$ cat config.mk
export PLATFORM = sky130hd
export DESIGN_NAME = vscpu_mem_ctrl
export DESIGN_NICKNAME = d
export VERILOG_FILES = /design/src/rtl/vscpu_pkg.sv /design/src/rtl/vscpu_lat_cnt.sv /design/src/rtl/vscpu_mem_ctrl.sv
export SDC_FILE = /design/constraint.sdc
export NUM_CORES = 1
export LEC_CHECK = 0
export ABC_CLOCK_PERIOD_IN_PS = 4200
export CAP_MARGIN = 20
export CORE_AREA = 8 8 94 113
export CTS_CLUSTER_SIZE = 25
export DETAILED_ROUTE_END_ITERATION = 10
export DIE_AREA = 0 0 102 121
export GPL_TIMING_DRIVEN = 0
export PLACE_DENSITY = 0.85
export SLEW_MARGIN = 20
export SYNTH_ARGS = -nofsm -noshare
export SYNTH_HDL_FRONTEND = slang
export SYNTH_SLANG_ARGS = --single-unit
$ cat constraint.sdc
create_clock -name clk -period 4.2 [get_ports clk]
set_input_delay 0.42 -clock clk [delete_from_list [all_inputs] [get_ports clk]]
set_output_delay 0.42 -clock clk [all_outputs]
set_load 0.05 [all_outputs]
$ cat src/rtl/vscpu_pkg.sv
// Shared definitions for the VerySimpleCPU memory subsystem: default widths,
// controller state encoding and latency-counter sizing.
package vscpu_pkg;

    localparam int VS_AW   = 14;
    localparam int VS_DW   = 32;
    localparam int LAT_MAX = 4;
    localparam int CNT_W   = $clog2(LAT_MAX);

    typedef enum logic [1:0] {
        ST_IDLE    = 2'd0,
        ST_CPU_RD  = 2'd1,
        ST_HOST_RD = 2'd2,
        ST_HOST_WR = 2'd3
    } mc_state_e;

endpackage

$ cat src/rtl/vscpu_lat_cnt.sv
// Loadable down-counter that times the SRAM read latency; done is high
// whenever the count has reached zero.
module vscpu_lat_cnt
    import vscpu_pkg::*;
#(
    parameter int CW = CNT_W
) (
    input  logic          clk,
    input  logic          rst,
    input  logic          load,
    input  logic [CW-1:0] load_val,
    output logic          done
);

    localparam logic [CW-1:0] CNT_ZERO = {CW{1'b0}};
    localparam logic [CW-1:0] CNT_ONE  = {{(CW-1){1'b0}}, 1'b1};

    logic [CW-1:0] cnt_r;

    // Load on read issue, otherwise count down and rest at zero
    always_ff @(posedge clk) begin
        if (rst) begin
            cnt_r <= CNT_ZERO;
        end else if (load) begin
            cnt_r <= load_val;
        end else if (cnt_r != CNT_ZERO) begin
            cnt_r <= cnt_r - CNT_ONE;
        end else begin
            cnt_r <= cnt_r;
        end
    end

    assign done = (cnt_r == CNT_ZERO);

endmodule

$ cat src/rtl/vscpu_mem_ctrl.sv
// Single-port SRAM controller for the VerySimpleCPU core with a host port for
// program load and debug access; the core always wins arbitration.
module vscpu_mem_ctrl
    import vscpu_pkg::*;
#(
    parameter int AW      = VS_AW,
    parameter int DW      = VS_DW,
    parameter int RAM_LAT = 1
) (
    input  logic          clk,
    input  logic          rst,
    input  logic          cpu_req,
    input  logic          cpu_we,
    input  logic [AW-1:0] cpu_addr,
    input  logic [DW-1:0] cpu_wdata,
    output logic [DW-1:0] cpu_rdata,
    output logic          cpu_vld,
    input  logic          host_req,
    input  logic          host_we,
    input  logic [AW-1:0] host_addr,
    input  logic [DW-1:0] host_wdata,
    output logic [DW-1:0] host_rdata,
    output logic          host_ack,
    output logic          ram_csb,
    output logic          ram_web,
    output logic [AW-1:0] ram_addr,
    output logic [DW-1:0] ram_din,
    input  logic [DW-1:0] ram_dout
);

    localparam logic [CNT_W-1:0] LAT_LOAD = CNT_W'(RAM_LAT - 1);

    mc_state_e     state_r;
    mc_state_e     state_nxt_s;
    logic [DW-1:0] cpu_rdata_r;
    logic [DW-1:0] host_rdata_r;
    logic          host_ack_r;
    logic          cnt_load_s;
    logic          cnt_done_s;

    vscpu_lat_cnt #(
        .CW (CNT_W)
    ) u_lat_cnt (
        .clk      (clk),
        .rst      (rst),
        .load     (cnt_load_s),
        .load_val (LAT_LOAD),
        .done     (cnt_done_s)
    );

    // Arbitration, next-state selection and same-cycle SRAM drive
    always_comb begin
        state_nxt_s = state_r;
        cnt_load_s  = 1'b0;
        cpu_vld     = 1'b0;
        ram_csb     = 1'b1;
        ram_web     = 1'b1;
        ram_addr    = {AW{1'b0}};
        ram_din     = {DW{1'b0}};
        if (rst) begin
            state_nxt_s = ST_IDLE;
        end else begin
            case (state_r)
                ST_IDLE: begin
                    cpu_vld = 1'b1;
                    if (cpu_req) begin
                        ram_csb  = 1'b0;
                        ram_addr = cpu_addr;
                        if (cpu_we) begin
                            ram_web = 1'b0;
                            ram_din = cpu_wdata;
                        end else begin
                            state_nxt_s = ST_CPU_RD;
                            cnt_load_s  = 1'b1;
                        end
                    // the ack cycle is skipped so a host still holding req is not served twice
                    end else if (host_req && !host_ack_r) begin
                        ram_csb  = 1'b0;
                        ram_addr = host_addr;
                        if (host_we) begin
                            ram_web     = 1'b0;
                            ram_din     = host_wdata;
                            state_nxt_s = ST_HOST_WR;
                        end else begin
                            state_nxt_s = ST_HOST_RD;
                            cnt_load_s  = 1'b1;
                        end
                    end else begin
                        state_nxt_s = ST_IDLE;
                    end
                end
                ST_CPU_RD: begin
                    if (cnt_done_s) begin
                        state_nxt_s = ST_IDLE;
                    end else begin
                        state_nxt_s = ST_CPU_RD;
                    end
                end
                ST_HOST_RD: begin
                    if (cnt_done_s) begin
                        state_nxt_s = ST_IDLE;
                    end else begin
                        state_nxt_s = ST_HOST_RD;
                    end
                end
                ST_HOST_WR: begin
                    state_nxt_s = ST_IDLE;
                end
                default: begin
                    state_nxt_s = ST_IDLE;
                end
            endcase
        end
    end

    // State register, read-data capture and host acknowledge
    always_ff @(posedge clk) begin
        if (rst) begin
            state_r      <= ST_IDLE;
            cpu_rdata_r  <= {DW{1'b0}};
            host_rdata_r <= {DW{1'b0}};
            host_ack_r   <= 1'b0;
        end else begin
            state_r    <= state_nxt_s;
            host_ack_r <= 1'b0;
            if ((state_r == ST_CPU_RD) && cnt_done_s) begin
                cpu_rdata_r <= ram_dout;
            end
            if ((state_r == ST_HOST_RD) && cnt_done_s) begin
                host_rdata_r <= ram_dout;
                host_ack_r   <= 1'b1;
            end
            if ((state_r == ST_IDLE) && (state_nxt_s == ST_HOST_WR)) begin
                host_ack_r <= 1'b1;
            end
        end
    end

    assign cpu_rdata  = cpu_rdata_r;
    assign host_rdata = host_rdata_r;
    assign host_ack   = host_ack_r;

endmodule
==> flow_summary.yaml <==
clock_tree:
  cts_hold_buf: 0
  clk_pin_slew_worst_paths_ns: 0.07
  clock_latency_ns: 0.33
  cts_resized: 0
  cts_made_buffers: 9
  tritoncts: "built"
  cts.sinks: 69
  htree_levels: 3
  cts-root-buf: "clkbuf_8"
  clk_path_buf_depth: 2
  cts_setup_buffers: 0
global_route:
  grt_pass1_vias: 3809
  grt_pass1_wl_mm: 20.9
  gr-usage-all-layers_pct: 21.8
  grt_max_degree: 14
  antenna_found_initial: 0
  overflow: 0
layout:
  drive_gt1_share_pct: 6.20
  final_nets: 771
  multi_input_area_um2: 1500
  fin_util_pct: 66.2
  final_area_um2: 5860
  nFillCells: 744
  area_delta_synth_final_pct: 87.7
  n_antenna_cell: 0
  seq_area_um2: 1380
  fin_cells: 765
synthesis:
  synthSimpleGateAreaFrac_pct: 21.9
  synth_compound_area_share_pct: 20.5
  synth-edff-count: 0
  yosysSeqAreaShare_pct: 44.3
  synth_common_cells: "129 x nand2_1, 69 x dfxtp_1, 64 x a21oi_1, 32 x a22o_1"
  synthCells: 388
  async_reset_ff_share_pct: 0
  ys_types: 30
  synth-xor-area-share_pct: 0.281
  synth.net_count: 519
  yosysWarnings: 0
  synth_ff_type: "dfxtp_1"
  yosys.area.top_type: "dfxtp_1"
  synth.area.mux_share_pct: 4.81
  syn_avg_cell_area_um2: 8.04
  syn-cell-area_um2: 3120
  ys_seq_elements: 69
  synth_top_family_by_area: "simple AND/OR/NAND/NOR gates"
  yosys-top-cells-area: "dfxtp_1 44%, nand2_1 16%, a21oi_1 10%"
  synth_fa_ha_area_share_pct: 0.401
  synth_most_common_cell: "nand2_1"
  yosysTopAreaCellShare_pct: 44.3
die:
  dieWidth_um: 102
  die-area_um2: 12300
  start_util_pct: 35.3
  num_rows: 38
  fp.coreArea_um2: 8840
  pin_count: 244
  die_h_um: 121
pwr:
  comb_power_share_pct: 33.1
  vdd_drop_max_v: 0.000291
  finalPower_mw: 1.75
  pwr-share-clk_pct: 27.0
  powerDensity_nw_per_um2: 299
  switching_share_pct: 34.6
  power_frac_seq_pct: 39.9
  switching_power_mw: 0.605
  p_int_mw: 1.14
  p_leak_nw: 2.14
timing:
  fin_worst_skew_ns: 0.00968
  setup_slack_ns: 1.05
  relSlewSlack_pct: 58.7
  worst_pin_slew_ns: 0.618
  report.final.setup_viol: 0
  slew_viol_final: 0
  rsz0062_at_grt: "no"
  post-route-period-util_pct: 74.9
  max_freq_mhz: 318
  timing.hold.ws_ns: 0.408
  final_hold_viol_count: 0
  period_needed_ns: 3.15
  setup_total_negative_slack_ns: 0
placed_design:
  placedCellCount: 749
  dpl_worst_slack_ns: 1.06
  place_area_um2: 5680
  dp_hpwl_mm: 11.8
  gp_congestion: 0.897
  port_buffers: 241
worst_hold_path:
  hold_path_class: "in2reg"
run_status:
  status: "completed"
worst_setup_path:
  cp-end-kind: "output port"
  path_class: "in2out"
  critical_path_required_ns: 3.78
  cp.arrival_ns: 2.73
  critPathLaunchType: "primary input"
  path_max_fanout: 10
detailed_routing:
  ant_nets: 0
  drt-initial-drc-count: 141
  drc: 0
  first_pass_iters: 4
  vias_per_cell: 4.87
  vias: 3728
  wl_per_cell_um: 18.5
  drt_wl_total_mm: 14.2
run:
  max-cap-violations: 0
critical path, stage by stage:
cell and delay, ns:
clkdlybuf4s50_1 0.50, nor4bb_4 0.33, and2_4 0.20, buf_12 0.12, buf_12 0.12, a22o_1 0.14
clkdlybuf4s50_1 0.89
path summary, 6_finish.rpt:
path                                   startpoint                          end  slack [ns]  cells after the start
setup / recovery                         host_req                  ram_din[26]        1.05                      7
hold / removal                                rst        state_r[0]$_SDFF_PP0_        0.41                      2
setup reg to reg  u_lat_cnt.cnt_r[0]$_SDFFE_PP0N_   host_rdata[0]$_SDFFE_PP0P_        2.48                      7
hold reg to reg       host_rdata[31]$_SDFFE_PP0P_  host_rdata[31]$_SDFFE_PP0P_        0.46                      2
cell type report:
cell class | instances | share of cell area [%]
plain buffers | 36 | 3.97
clock buffers | 9 | 2.11
clock inverters | 7 | 0.855
inverters | 3 | 0.192
multi-input cells | 280 | 25.5
flip-flops and latches | 69 | 23.6
well taps | 120 | 2.56
repair buffers | 241 | 41.2
registers in the layout, indices dropped and copies added (netlist names):
signal           flops
cpu_rdata           32
host_rdata          32
host_ack             1
u_lat_cnt.cnt_r      2
state_r              2
layer usage:
| metal | wire (µm) | vias up | global-route usage, % |
|---|---|---|---|
| met2 | 7070 | 179 | 39.3 |
| met4 | 746 | 0 | 13.0 |
| met1 | 5010 | 1700 | 21.0 |
| li1 | - | 1805 | - |
| met3 | 1330 | 44 | 7.12 |
| met5 | 0 | - | 0 |
cells by family after synthesis:
kind of cell | count (synthesis)
simple gates | 161
flops | 69
buf+inv | 39
compound gates | 102
fa+ha+maj | 1
mux | 15
xor+xnor | 1
power groups by stage:
stage                     registers (mW)  clock network [mW]  logic (mW)
after detailed placement           0.714                   0       0.580
after CTS                          0.699               0.483       0.582
after global placement             0.712                   0       0.572
after floorplan                    0.812                   0       0.212
after global routing               0.702               0.512       0.607
final                              0.699               0.473       0.578
layout by cell type (no fill, tap or decap), types with 2 or more instances in the layout:
| master | Yosys | layout |
|---|---|---|
| o21ai_0 | 2 | 2 |
| nand3b_1 | 2 | 2 |
| dfxtp_1 | 69 | 69 |
| and3b_1 | 2 | 2 |
| nor3_1 | 3 | 3 |
| nand2_1 | 129 | 129 |
| inv_1 | 3 | 3 |
| buf_12 | 4 | 4 |
| nor2_1 | 15 | 15 |
| and2_1 | 4 | 4 |
| nor2b_1 | 2 | 2 |
| clkinv_2 | 0 | 2 |
| mux2i_1 | 15 | 15 |
| a22o_1 | 32 | 32 |
| clkdlybuf4s50_1 | 0 | 241 |
| clkbuf_8 | 0 | 9 |
| buf_2 | 13 | 13 |
| clkbuf_1 | 14 | 14 |
| buf_4 | 2 | 2 |
| a21oi_1 | 64 | 64 |
| clkinvlp_4 | 0 | 3 |
Note: power is estimated with default switching activity, not from simulation.
